## src/rtl/demux_pkg.sv

```systemverilog
// Shared definitions for the 1-to-N stream demultiplexer.
// Mode encoding and the select-width helper.
package demux_pkg;

  typedef enum logic {
    MODE_ADDR = 1'b0,
    MODE_RR   = 1'b1
  } mode_e;

  // Bits needed to index n items, never less than 1.
  function automatic int clog2_min1(input int n);
    int r;
    r = 0;
    while ((1 << r) < n) r = r + 1;
    if (r < 1) r = 1;
    return r;
  endfunction

endpackage

```

## src/rtl/demux_slot.sv

```systemverilog
// One-entry output register for a single demux channel.
// Ports: clk_i/rst_i, load_i+data_i write, valid_o/data_o/ready_i
// handshake, free_o = slot can take a beat this cycle.
module demux_slot #(
  parameter int DATA_W = 8
) (
  input  logic              clk_i,
  input  logic              rst_i,
  input  logic              load_i,
  input  logic [DATA_W-1:0] data_i,
  input  logic              ready_i,
  output logic              valid_o,
  output logic [DATA_W-1:0] data_o,
  output logic              free_o
);

  logic              valid_q, valid_d;
  logic [DATA_W-1:0] data_q, data_d;

  // Free when empty or draining this cycle (pass-through refill).
  assign free_o  = ~valid_q | ready_i;
  assign valid_o = valid_q;
  assign data_o  = data_q;

  always_comb begin
    valid_d = valid_q;
    data_d  = data_q;
    if (valid_q && ready_i) valid_d = 1'b0;
    if (load_i) begin
      valid_d = 1'b1;
      data_d  = data_i;
    end
  end

  always_ff @(posedge clk_i or posedge rst_i) begin
    if (rst_i) begin
      valid_q <= 1'b0;
      data_q  <= '0;
    end else begin
      valid_q <= valid_d;
      data_q  <= data_d;
    end
  end

endmodule

```

## src/rtl/demux_1_n_stream.sv

```systemverilog
// Registered 1-to-N stream demux, addressed or round-robin steering.
// Ports: i_a/i_valid/o_ready in, o_code/o_valid/i_ready per channel,
// o_rr_ptr pointer, o_err/o_drop_cnt report dropped out-of-range beats.
module demux_1_n_stream
  import demux_pkg::*;
#(
  parameter int DATA_W = 8,
  parameter int N_CH   = 8,
  parameter int SEL_W  = clog2_min1(N_CH),
  parameter int CNT_W  = 8
) (
  input  logic                   i_clk,
  input  logic                   i_rst,
  input  logic                   i_mode,
  input  logic [SEL_W-1:0]       i_sel_code,
  input  logic [DATA_W-1:0]      i_a,
  input  logic                   i_valid,
  output logic                   o_ready,
  output logic [N_CH*DATA_W-1:0] o_code,
  output logic [N_CH-1:0]        o_valid,
  input  logic [N_CH-1:0]        i_ready,
  output logic [SEL_W-1:0]       o_rr_ptr,
  output logic                   o_err,
  output logic [CNT_W-1:0]       o_drop_cnt
);

  localparam logic [SEL_W:0]   NCH_L = (SEL_W+1)'(N_CH);
  localparam logic [SEL_W-1:0] LAST  = SEL_W'(N_CH - 1);

  logic [SEL_W-1:0] tgt;
  logic             in_range, tgt_free, accept, drop;
  logic [N_CH-1:0]  slot_free, load;
  logic [SEL_W-1:0] ptr_q, ptr_d;
  logic             err_q, err_d;
  logic [CNT_W-1:0] cnt_q, cnt_d;

  always_comb begin
    tgt      = (mode_e'(i_mode) == MODE_RR) ? ptr_q : i_sel_code;
    in_range = {1'b0, tgt} < NCH_L;
    tgt_free = 1'b0;
    for (int k = 0; k < N_CH; k++)
      if (tgt == SEL_W'(k)) tgt_free = slot_free[k];
    // Out-of-range beats are always taken so they can be discarded.
    o_ready  = ~i_rst & (~in_range | tgt_free);
    accept   = i_valid & o_ready;
    drop     = accept & ~in_range;
    load     = '0;
    for (int k = 0; k < N_CH; k++)
      load[k] = accept & in_range & (tgt == SEL_W'(k));
  end

  always_comb begin
    ptr_d = ptr_q;
    if (accept && mode_e'(i_mode) == MODE_RR)
      ptr_d = (ptr_q == LAST) ? '0 : ptr_q + 1'b1;
    err_d = drop;
    cnt_d = cnt_q;
    if (drop && cnt_q != '1) cnt_d = cnt_q + 1'b1;
  end

  always_ff @(posedge i_clk or posedge i_rst) begin
    if (i_rst) begin
      ptr_q <= '0;
      err_q <= 1'b0;
      cnt_q <= '0;
    end else begin
      ptr_q <= ptr_d;
      err_q <= err_d;
      cnt_q <= cnt_d;
    end
  end

  assign o_rr_ptr   = ptr_q;
  assign o_err      = err_q;
  assign o_drop_cnt = cnt_q;

  for (genvar k = 0; k < N_CH; k++) begin : g_slot
    demux_slot #(
      .DATA_W(DATA_W)
    ) u_slot (
      .clk_i  (i_clk),
      .rst_i  (i_rst),
      .load_i (load[k]),
      .data_i (i_a),
      .ready_i(i_ready[k]),
      .valid_o(o_valid[k]),
      .data_o (o_code[k*DATA_W +: DATA_W]),
      .free_o (slot_free[k])
    );
  end

endmodule

```

## config.mk

```make
export PLATFORM = sky130hd
export DESIGN_NAME = demux_1_n_stream
export DESIGN_NICKNAME = d
export VERILOG_FILES = /design/src/rtl/demux_pkg.sv /design/src/rtl/demux_slot.sv /design/src/rtl/demux_1_n_stream.sv
export SDC_FILE = /design/constraint.sdc
export NUM_CORES = 1
export LEC_CHECK = 0
export CAP_MARGIN = 10
export CELL_PAD_IN_SITES_DETAIL_PLACEMENT = 0
export CELL_PAD_IN_SITES_GLOBAL_PLACEMENT = 2
export CORE_MARGIN = 3
export CORE_UTILIZATION = 41
export CTS_CLUSTER_SIZE = 20
export DETAILED_ROUTE_END_ITERATION = 6
export DONT_BUFFER_PORTS = 1
export GPL_ROUTABILITY_DRIVEN = 0
export PLACE_DENSITY = 0.77
export SYNTH_ARGS = -nofsm -noshare
export SYNTH_HDL_FRONTEND = slang
export SYNTH_SLANG_ARGS = --single-unit
```

## constraint.sdc

```tcl
create_clock -name i_clk -period 4 [get_ports i_clk]
set_input_delay 0.8 -clock i_clk [delete_from_list [all_inputs] [get_ports i_clk]]
set_output_delay 0.8 -clock i_clk [all_outputs]
set_load 0.01 [all_outputs]
```

==> results of run 1 <==
## routing by layer
metal	GRT usage [%]	vias up	wire, µm
met5	0	-	0
met4	7.21	0	78
met3	6.79	6	666
met2	26.1	74	3480
met1	21.5	930	3040
li1	-	797	-
## through the flow
step	hold WS, ps	setup WS [ps]
2_1_floorplan	477	418
3_3_place_gp	567	985
3_5_place_dp	572	1030
4_1_cts	527	941
5_1_grt	532	787
6_report	544	985
## flip-flops by register name (all words and copies together), names as in the netlist
register               flops
o_rr_ptr                   3
g_slot.u_slot.valid_o      8
g_slot.u_slot.data_o      64
## Yosys cell counts, drive strengths merged
library cell  instances  area share, %
o22a                  1           0.27
a32o                  1           0.31
a32oi                 1           0.27
and3                  1           0.19
o22ai                 1           0.19
ha                    2           0.77
buf                  20            4.8
or4                   1           0.35
or2                   1           0.19
nand2b                4           0.77
a311oi                1           0.46
nand4                 1           0.19
mux2i                 1           0.31
nor3b                 1           0.23
nor3                  2           0.46
clkbuf                1           0.12
nor2                  3           0.35
and2                  2           0.38
nand2                13            1.5
a21oi                 2           0.31
mux2                 68             24
conb                  1           0.12
dfrtp                75             58
inv                   6           0.69
o21a                  1           0.23
or3b                  2           0.62
nand3b                2           0.46
a222oi                1           0.31
nor2b                 3           0.58
a221oi                2           0.73
o21ai                 6           0.92
o32ai                 1           0.27
nand3                 3           0.46
## cell usage in the layout, fill, tap and decap left out, drive strengths merged, types with 4 or more instances in the layout
cell type,Yosys,final
conb,1,9
nand2b,4,4
o21ai,6,6
nand2,13,13
inv,6,8
dfrtp,75,75
clkbuf,1,10
mux2,68,68
## worst paths after layout
check | startpoint | end | slack [ps]
max | o_rr_ptr[0] | o_ready | 990
min in group asynchronous | i_rst | g_slot[3].u_slot.data_o[6] | 650
max reg2reg | o_rr_ptr[0] | g_slot[0].u_slot.data_o[5] | 1370
min reg2reg | g_slot[6].u_slot.data_o[7] | g_slot[6].u_slot.data_o[7] | 580
min | i_ready[5] | g_slot[5].u_slot.valid_o | 540
max in group asynchronous | i_rst | g_slot[7].u_slot.data_o[2] | 2750
## worst max-delay path, stage by stage, from the launching register on
cell	delay (ps)
sky130_fd_sc_hd__dfrtp_1	470
sky130_fd_sc_hd__mux2i_1	510
sky130_fd_sc_hd__o21a_1	240
sky130_fd_sc_hd__o32ai_1	110
sky130_fd_sc_hd__o21ai_0	290
sky130_fd_sc_hd__and3_1	260
## final cells by class
cell class / instances / area (µm²) / share of cell area (%)
multi-input cells: 137 / 1220 / 34.9
repair buffers: 3 / 22.5 / 0.643
well taps: 99 / 124 / 3.54
clock inverters: 6 / 96.3 / 2.75
flip-flops and latches: 75 / 1880 / 53.6
inverters: 6 / 22.5 / 0.643
clock buffers: 10 / 138 / 3.93
## logic make-up (layout without fill, tap and decap cells)
logic type,Yosys count,in the layout
other,1,9
AOI/OAI and AO/OA,18,18
buffers and inverters,27,25
and+or+nand+nor,39,39
muxes,69,69
adders and majority gates,2,2
DFF,75,75
## power breakdown
group	total, W	internal (W)	leakage [nW]	switching [W]
combinational	0.000475	0.000297	0.558	0.000178
sequential	0.00148	0.00107	0.956	0.000407
clock	0.000671	0.000376	0.115	0.000295
==> insert_results.sql, run 1 <==
INSERT INTO impl_metrics (metric_group, metric, value, unit) VALUES
('timing', 'fin_setup_tns', '0', 'ps'),
('finish', 'antenna_cells', '0', ''),
('finish', 'final-instance-count-excl-fill', '336', ''),
('finish', 'share_of_cells_above_drive_strength_1', '39.2', '%'),
('floorplan', 'floorplan.rows', '31', ''),
('grt', 'first_pass_grt_wire_length', '11200', 'µm'),
('synth', 'synth_simple_gate_area_share', '6.74', '%'),
('power', 'post-layout-total-power', '0.00263', 'W'),
('finish', 'utilization', '46.8', '%'),
('drt', 'drc_errors', '0', ''),
('place', 'port_buffers', '0', ''),
('floorplan', 'die_h', '95.0', 'µm'),
('clocking', 'cts.repair.resized', '0', ''),
('clocking', 'hold_buffers', '0', ''),
('grt', 'grt_antenna_before_repair', '0', ''),
('clocking', 'max-clock-path-buffers', '2', ''),
('drt', 'num_vias', '1807', ''),
('place', 'detailed_place_hpwl', '4950', 'µm'),
('timing', 'fmaxAchievable', '0.332', 'GHz'),
('timing', 'final.min_clock_period', '3010', 'ps'),
('timing', 'setup_viol_count_final', '0', ''),
('critical_path', 'timing.critical_path.fanout_max', '6', ''),
('synth', 'synth_top_family_by_area', 'multiplexers', ''),
('critical_path', 'timing_worst_setup_path_type', 'flip-flop to primary output', ''),
('clocking', 'numCtsBuffers', '9', ''),
('floorplan', 'chip_width', '95.0', 'µm'),
('power', 'ir_drop', '0.308', 'mV'),
('critical_path', 'end_kind', 'primary output', ''),
('synth', 'postSynthCellCount', '231', ''),
('clocking', 'cts_tree', 'built', ''),
('synth', 'yosys_register_bits', '75', ''),
('grt', 'grt_max_degree', '76', ''),
('synth', 'ys.warnings.count', '0', ''),
('clocking', 'cts-root-buf', 'sky130_fd_sc_hd__clkbuf_8', ''),
('floorplan', 'start_util', '43.4', '%'),
('synth', 'synth-compound-area-share', '4.27', '%'),
('critical_path', 'r2r_cells', '6', ''),
('drt', 'drt_wl_total', '7270', 'µm'),
('finish', 'final_design_area_no_fill', '3500', 'µm²'),
('finish', 'layout.nets', '257', ''),
('timing', 'skew', '7.85', 'ps'),
('timing', 'finalHoldViolations', '0', ''),
('drt', 'avgRoutedWirePerCell', '21.6', 'µm'),
('timing', 'timing.slew.headroom', '36.4', '%'),
('worst_hold_path', 'hold_path_depth', '1', ''),
('floorplan', 'fp.coreArea', '7490', 'µm²'),
('drt', 'route.antenna.remaining_nets', '0', ''),
('clocking', 'clkSlewWorstSetupHoldPaths', '80', 'ps'),
('flow_run', 'max-cap-violations', '0', ''),
('timing', 'timing.final.max_slew_violations', '0', ''),
('finish', 'fillers', '678', ''),
('power', 'power.leakage', '1.63', 'nW'),
('drt', 'vias_per_cell', '5.38', ''),
('critical_path', 'critPathRequiredTime', '3200', 'ps'),
('drt', 'detail_route.iter0.violations', '69', ''),
('synth', 'synth_xor_area_share', '0', '%'),
('run_status', 'status', 'finished clean', ''),
('grt', 'grt_use_total', '17.0', '%'),
('critical_path', 'timing.critical_path.from_type', 'flip-flop', ''),
('critical_path', 'crit_arrival', '2210', 'ps'),
('power', 'pwr_dens', '750', 'nW/µm²'),
('grt', 'first_global_vias', '1880', ''),
('floorplan', 'floorplan.io_pins', '108', ''),
('clocking', 'post_cts_buffers', '0', ''),
('synth', 'post_synth.cell_area_avg', '14.1', 'µm²'),
('clocking', 'worst_skew_pair.late_latency', '350', 'ps'),
('synth', 'netlist_area', '3250', 'µm²'),
('place', 'place_inst', '320', ''),
('floorplan', 'die_area', '9030', 'µm²'),
('synth', 'synthDistinctLibCells', '40', ''),
('clocking', 'numClockSinks', '75', ''),
('drt', 'detail_route.first_pass.iterations', '4', ''),
('finish', 'area.growth.synth_to_final', '7.74', '%'),
('clocking', 'h-tree-depth', '3', ''),
('synth', 'synth.area.mux_share', '24.8', '%'),
('synth', 'synth_adder_area_share', '0.770', '%'),
('timing', 'fin_crit_sh', '75.4', '%'),
('timing', 'worstMarginPinSlew', '954', 'ps'),
('place', 'postPlaceCellArea', '3270', 'µm²'),
('grt', 'grt.overflow.total', '0', ''),
('worst_hold_path', 'worstHoldPathType', 'primary input to flip-flop', ''),
('synth', 'synth-seq-area-share', '57.7', '%'),
('timing', 'unrepaired_setup_endpoints_after_global_routing', 'false', '');
Power figures use the tool's default switching activity.
==> run 2, diff against run 1 <==
--- a/config.mk
+++ b/config.mk
@@ -5,16 +5,17 @@
 export SDC_FILE = /design/constraint.sdc
 export NUM_CORES = 1
 export LEC_CHECK = 0
+export ABC_AREA = 1
 export CAP_MARGIN = 10
 export CELL_PAD_IN_SITES_DETAIL_PLACEMENT = 0
 export CELL_PAD_IN_SITES_GLOBAL_PLACEMENT = 2
 export CORE_MARGIN = 3
-export CORE_UTILIZATION = 41
+export CORE_UTILIZATION = 32
 export CTS_CLUSTER_SIZE = 20
 export DETAILED_ROUTE_END_ITERATION = 6
 export DONT_BUFFER_PORTS = 1
 export GPL_ROUTABILITY_DRIVEN = 0
-export PLACE_DENSITY = 0.77
+export PLACE_DENSITY = 0.73
 export SYNTH_ARGS = -nofsm -noshare
 export SYNTH_HDL_FRONTEND = slang
 export SYNTH_SLANG_ARGS = --single-unit
==> constraint.sdc (replaced) <==
create_clock -name i_clk -period 2.6 [get_ports i_clk]
set_input_delay 0.52 -clock i_clk [delete_from_list [all_inputs] [get_ports i_clk]]
set_output_delay 0.52 -clock i_clk [all_outputs]
set_load 0.01 [all_outputs]
==> insert_results.sql, run 2 <==
INSERT INTO impl_metrics (metric_group, metric, value, unit) VALUES
('run_status', 'status', 'finished clean', ''),
('clocking', 'clkSlewWorstSetupHoldPaths', '80', 'ps'),
('critical_path', 'cp_max_stage_cell', 'sky130_fd_sc_hd__dfrtp_1', ''),
('finish', 'multiInputGateArea', '1270', 'µm²'),
('timing', 'fin_crit_sh', '94.7', '%'),
('floorplan', 'die_h', '109', 'µm'),
('synth', 'postSynthCellCount', '400', ''),
('synth', 'ys_top_cells_by_count', 'sky130_fd_sc_hd__nand2_1 (223), sky130_fd_sc_hd__dfrtp_1 (75), sky130_fd_sc_hd__inv_1 (24)', ''),
('finish', 'largest_reg_flops', '64', ''),
('critical_path', 'crit-reg2reg-capture', 'g_slot[5].u_slot.data_o[5]', ''),
('synth', 'synth_top_area_share', '55.6', '%'),
('timing', 'fin_setup_tns', '0', 'ps'),
('drt', 'vias_per_cell', '4.56', ''),
('timing', 'hold_slack', '63.8', 'ps'),
('drt', 'drt_wl_total', '9190', 'µm'),
('finish', 'regArea', '1880', 'µm²'),
('clocking', 'numCtsBuffers', '9', ''),
('timing', 'fmaxAchievable', '0.406', 'GHz'),
('finish', 'layout.nets', '426', ''),
('critical_path', 'timing.critical_path.slowest_cell_delay', '480', 'ps'),
('worst_hold_path', 'worstHoldPathType', 'primary input to asynchronous set/reset pin', ''),
('floorplan', 'floorplan.io_pins', '108', ''),
('timing', 'setup_viol_count_final', '0', ''),
('floorplan', 'start_util', '33.8', '%'),
('finish', 'area.growth.synth_to_final', '9.56', '%'),
('synth', 'synthDistinctLibCells', '23', ''),
('power', 'pwr_dens', '1090', 'nW/µm²'),
('grt', 'grt.overflow.total', '0', ''),
('timing', 'timing.slew.headroom', '65.3', '%'),
('critical_path', 'timing.critical_path.from_type', 'flip-flop', ''),
('clocking', 'numClockSinks', '75', ''),
('place', 'postPlaceCellArea', '3430', 'µm²'),
('place', 'port_buffers', '0', ''),
('finish', 'fillers', '1079', ''),
('drt', 'num_vias', '2458', ''),
('place', 'place_ws', '275', 'ps'),
('synth', 'yosysTopAreaCell', 'sky130_fd_sc_hd__dfrtp_1', ''),
('critical_path', 'crit_arrival', '1940', 'ps'),
('finish', 'antenna_cells', '0', ''),
('floorplan', 'chip_width', '109', 'µm'),
('finish', 'leading_cell_type_in_the_layout_fill_and_taps_excluded', 'sky130_fd_sc_hd__nand2_1', ''),
('drt', 'avgRoutedWirePerCell', '17.0', 'µm'),
('timing', 'worstMarginPinSlew', '520', 'ps'),
('finish', 'share_of_cells_above_drive_strength_1', '12.8', '%'),
('synth', 'post_synth_main_area_contributors', 'sky130_fd_sc_hd__dfrtp_1 (56%), sky130_fd_sc_hd__nand2_1 (25%), sky130_fd_sc_hd__buf_4 (4.2%)', ''),
('power', 'power.leakage', '2.04', 'nW'),
('synth', 'ys.warnings.count', '0', ''),
('synth', 'synth.most_common_cell', 'sky130_fd_sc_hd__nand2_1', ''),
('synth', 'synth_flop_cell', 'sky130_fd_sc_hd__dfrtp_1', ''),
('synth', 'synth_edf_count', '0', ''),
('drt', 'detail_route.first_pass.iterations', '4', ''),
('critical_path', 'timing_worst_setup_path_type', 'flip-flop to primary output', ''),
('synth', 'post_synth.cell_area_avg', '8.44', 'µm²'),
('grt', 'grt_use_met3', '5.80', '%'),
('critical_path', 'r2r_cells', '11', ''),
('clocking', 'h-tree-depth', '3', ''),
('timing', 'timing.final.max_slew_violations', '0', ''),
('grt', 'grtUsageMet1', '22.0', '%'),
('clocking', 'cts_tree', 'built', ''),
('finish', 'utilization', '37.0', '%'),
('clocking', 'hold_buffers', '0', ''),
('synth', 'synth-seq-area-share', '55.6', '%'),
('floorplan', 'fp.coreArea', '10000', 'µm²'),
('synth', 'netlist_area', '3380', 'µm²'),
('grt', 'grt_antenna_before_repair', '0', ''),
('timing', 'finalHoldViolations', '0', ''),
('critical_path', 'timing.critical_path.fanout_max', '6', ''),
('timing', 'final.min_clock_period', '2460', 'ps'),
('timing', 'skew', '8.19', 'ps'),
('critical_path', 'end_kind', 'primary output', ''),
('floorplan', 'floorplan.rows', '36', ''),
('place', 'detailed_place_hpwl', '6450', 'µm'),
('critical_path', 'cp.buffers_inverters', '1', ''),
('grt', 'grt_use_total', '16.1', '%'),
('finish', 'mostFrequentLayoutCells', 'sky130_fd_sc_hd__nand2_1 (223), sky130_fd_sc_hd__dfrtp_1 (74), sky130_fd_sc_hd__inv_1 (22)', ''),
('grt', 'first_global_vias', '2405', ''),
('flow_run', 'max-cap-violations', '0', ''),
('clocking', 'worst_skew_pair.late_latency', '350', 'ps'),
('critical_path', 'timing.critical_path.max_delay_family', 'simple AND/OR/NAND/NOR gates', ''),
('critical_path', 'critPathRequiredTime', '2080', 'ps'),
('timing', 'setup_ws', '138', 'ps'),
('clocking', 'max-clock-path-buffers', '2', ''),
('finish', 'final_design_area_no_fill', '3700', 'µm²'),
('critical_path', 'r2r_setup_slack', '300', 'ps'),
('grt', 'grt_max_degree', '50', ''),
('critical_path', 'critical-path-top-cell-by-count', 'sky130_fd_sc_hd__nand2_1', ''),
('clocking', 'cts-root-buf', 'sky130_fd_sc_hd__clkbuf_8', ''),
('grt', 'grt-busiest-layer', 'met2', ''),
('critical_path', 'worst_r2r_startpoint', 'o_rr_ptr[0]', ''),
('drt', 'route.antenna.remaining_nets', '0', ''),
('drt', 'detail_route.iter0.violations', '97', ''),
('floorplan', 'die_area', '11800', 'µm²'),
('grt', 'grt.met2_usage', '23.5', '%'),
('drt', 'drc_errors', '0', ''),
('critical_path', 'worstPathCellList', 'nand2_1 > nand2_1 > nand2_1 > nor2_1 > o21ai_0 > nand3_2 > nand2_1 > inv_1', ''),
('synth', 'postSynth.asyncResetShare', '100', '%'),
('synth', 'yosys_register_bits', '75', ''),
('grt', 'first_pass_grt_wire_length', '14100', 'µm'),
('power', 'ir_drop', '0.310', 'mV');
## run 2: final cells by class
cell class                 count  area share, %
clock buffer                  11           3.82
clock inverter                 5           1.42
inverter                      25           2.67
multi-input combinational    280           34.4
sequential                    75           50.8
tap                          133           4.50
timing repair buffer          10           2.37
## run 2: through the flow
stage,power (W),cells
finish,0.00403,539
global route,0.00434,539
global placement,0.00308,516
detailed placement,0.00310,516
CTS,0.00403,532
floorplan,0.00286,408
## run 2: worst reg2reg max path: cells and delay by family, from the launching register on
kind,cells,cell delay (ps)
AND/OR/NAND/NOR,8,1240
buffers and inverters,2,310
flip-flops,1,480
AO/OA/AOI/OAI,1,170
## run 2: worst max-delay path by stage
stage,startpoint,end,depth (start not counted)
after floorplan,i_rst,g_slot[0].u_slot.data_o[0],1
after global placement,i_mode,g_slot[5].u_slot.data_o[1],11
after detailed placement,i_mode,g_slot[5].u_slot.data_o[5],11
after CTS,o_rr_ptr[2],o_ready,10
after global routing,o_rr_ptr[0],o_ready,8
final,o_rr_ptr[0],o_ready,8
## run 2: layer usage
layer	part of all wire, %	wire length [µm]
met2	45	4170
met3	8.4	772
met1	45	4140
met5	0	0
met4	1.1	105
## run 2: cells by family (layout without fill, tap and decap cells)
family | after synthesis | after routing | share of synthesized area, %
flip-flops | 75 | 75 | 55.6
other | 1 | 9 | 0.111
AND/OR/NAND/NOR | 262 | 262 | 34.3
AO/OA/AOI/OAI | 7 | 7 | 1.22
adder cells (fa/ha/maj) | 2 | 2 | 0.741
buffers and inverters | 53 | 51 | 8.01
## run 2: timing repair
action,CTS,global route
setup endpoints to repair,0,1
gates resized for setup,0,5
setup buffers,0,7
## run 2: report_power, final
part / total, W / switching [W] / internal [W]
Sequential: 0.00227 / 0.000619 / 0.00165
Combinational: 0.000858 / 0.000510 / 0.000348
Clock: 0.000893 / 0.000428 / 0.000465
Total: 0.00403 / 0.00156 / 0.00247
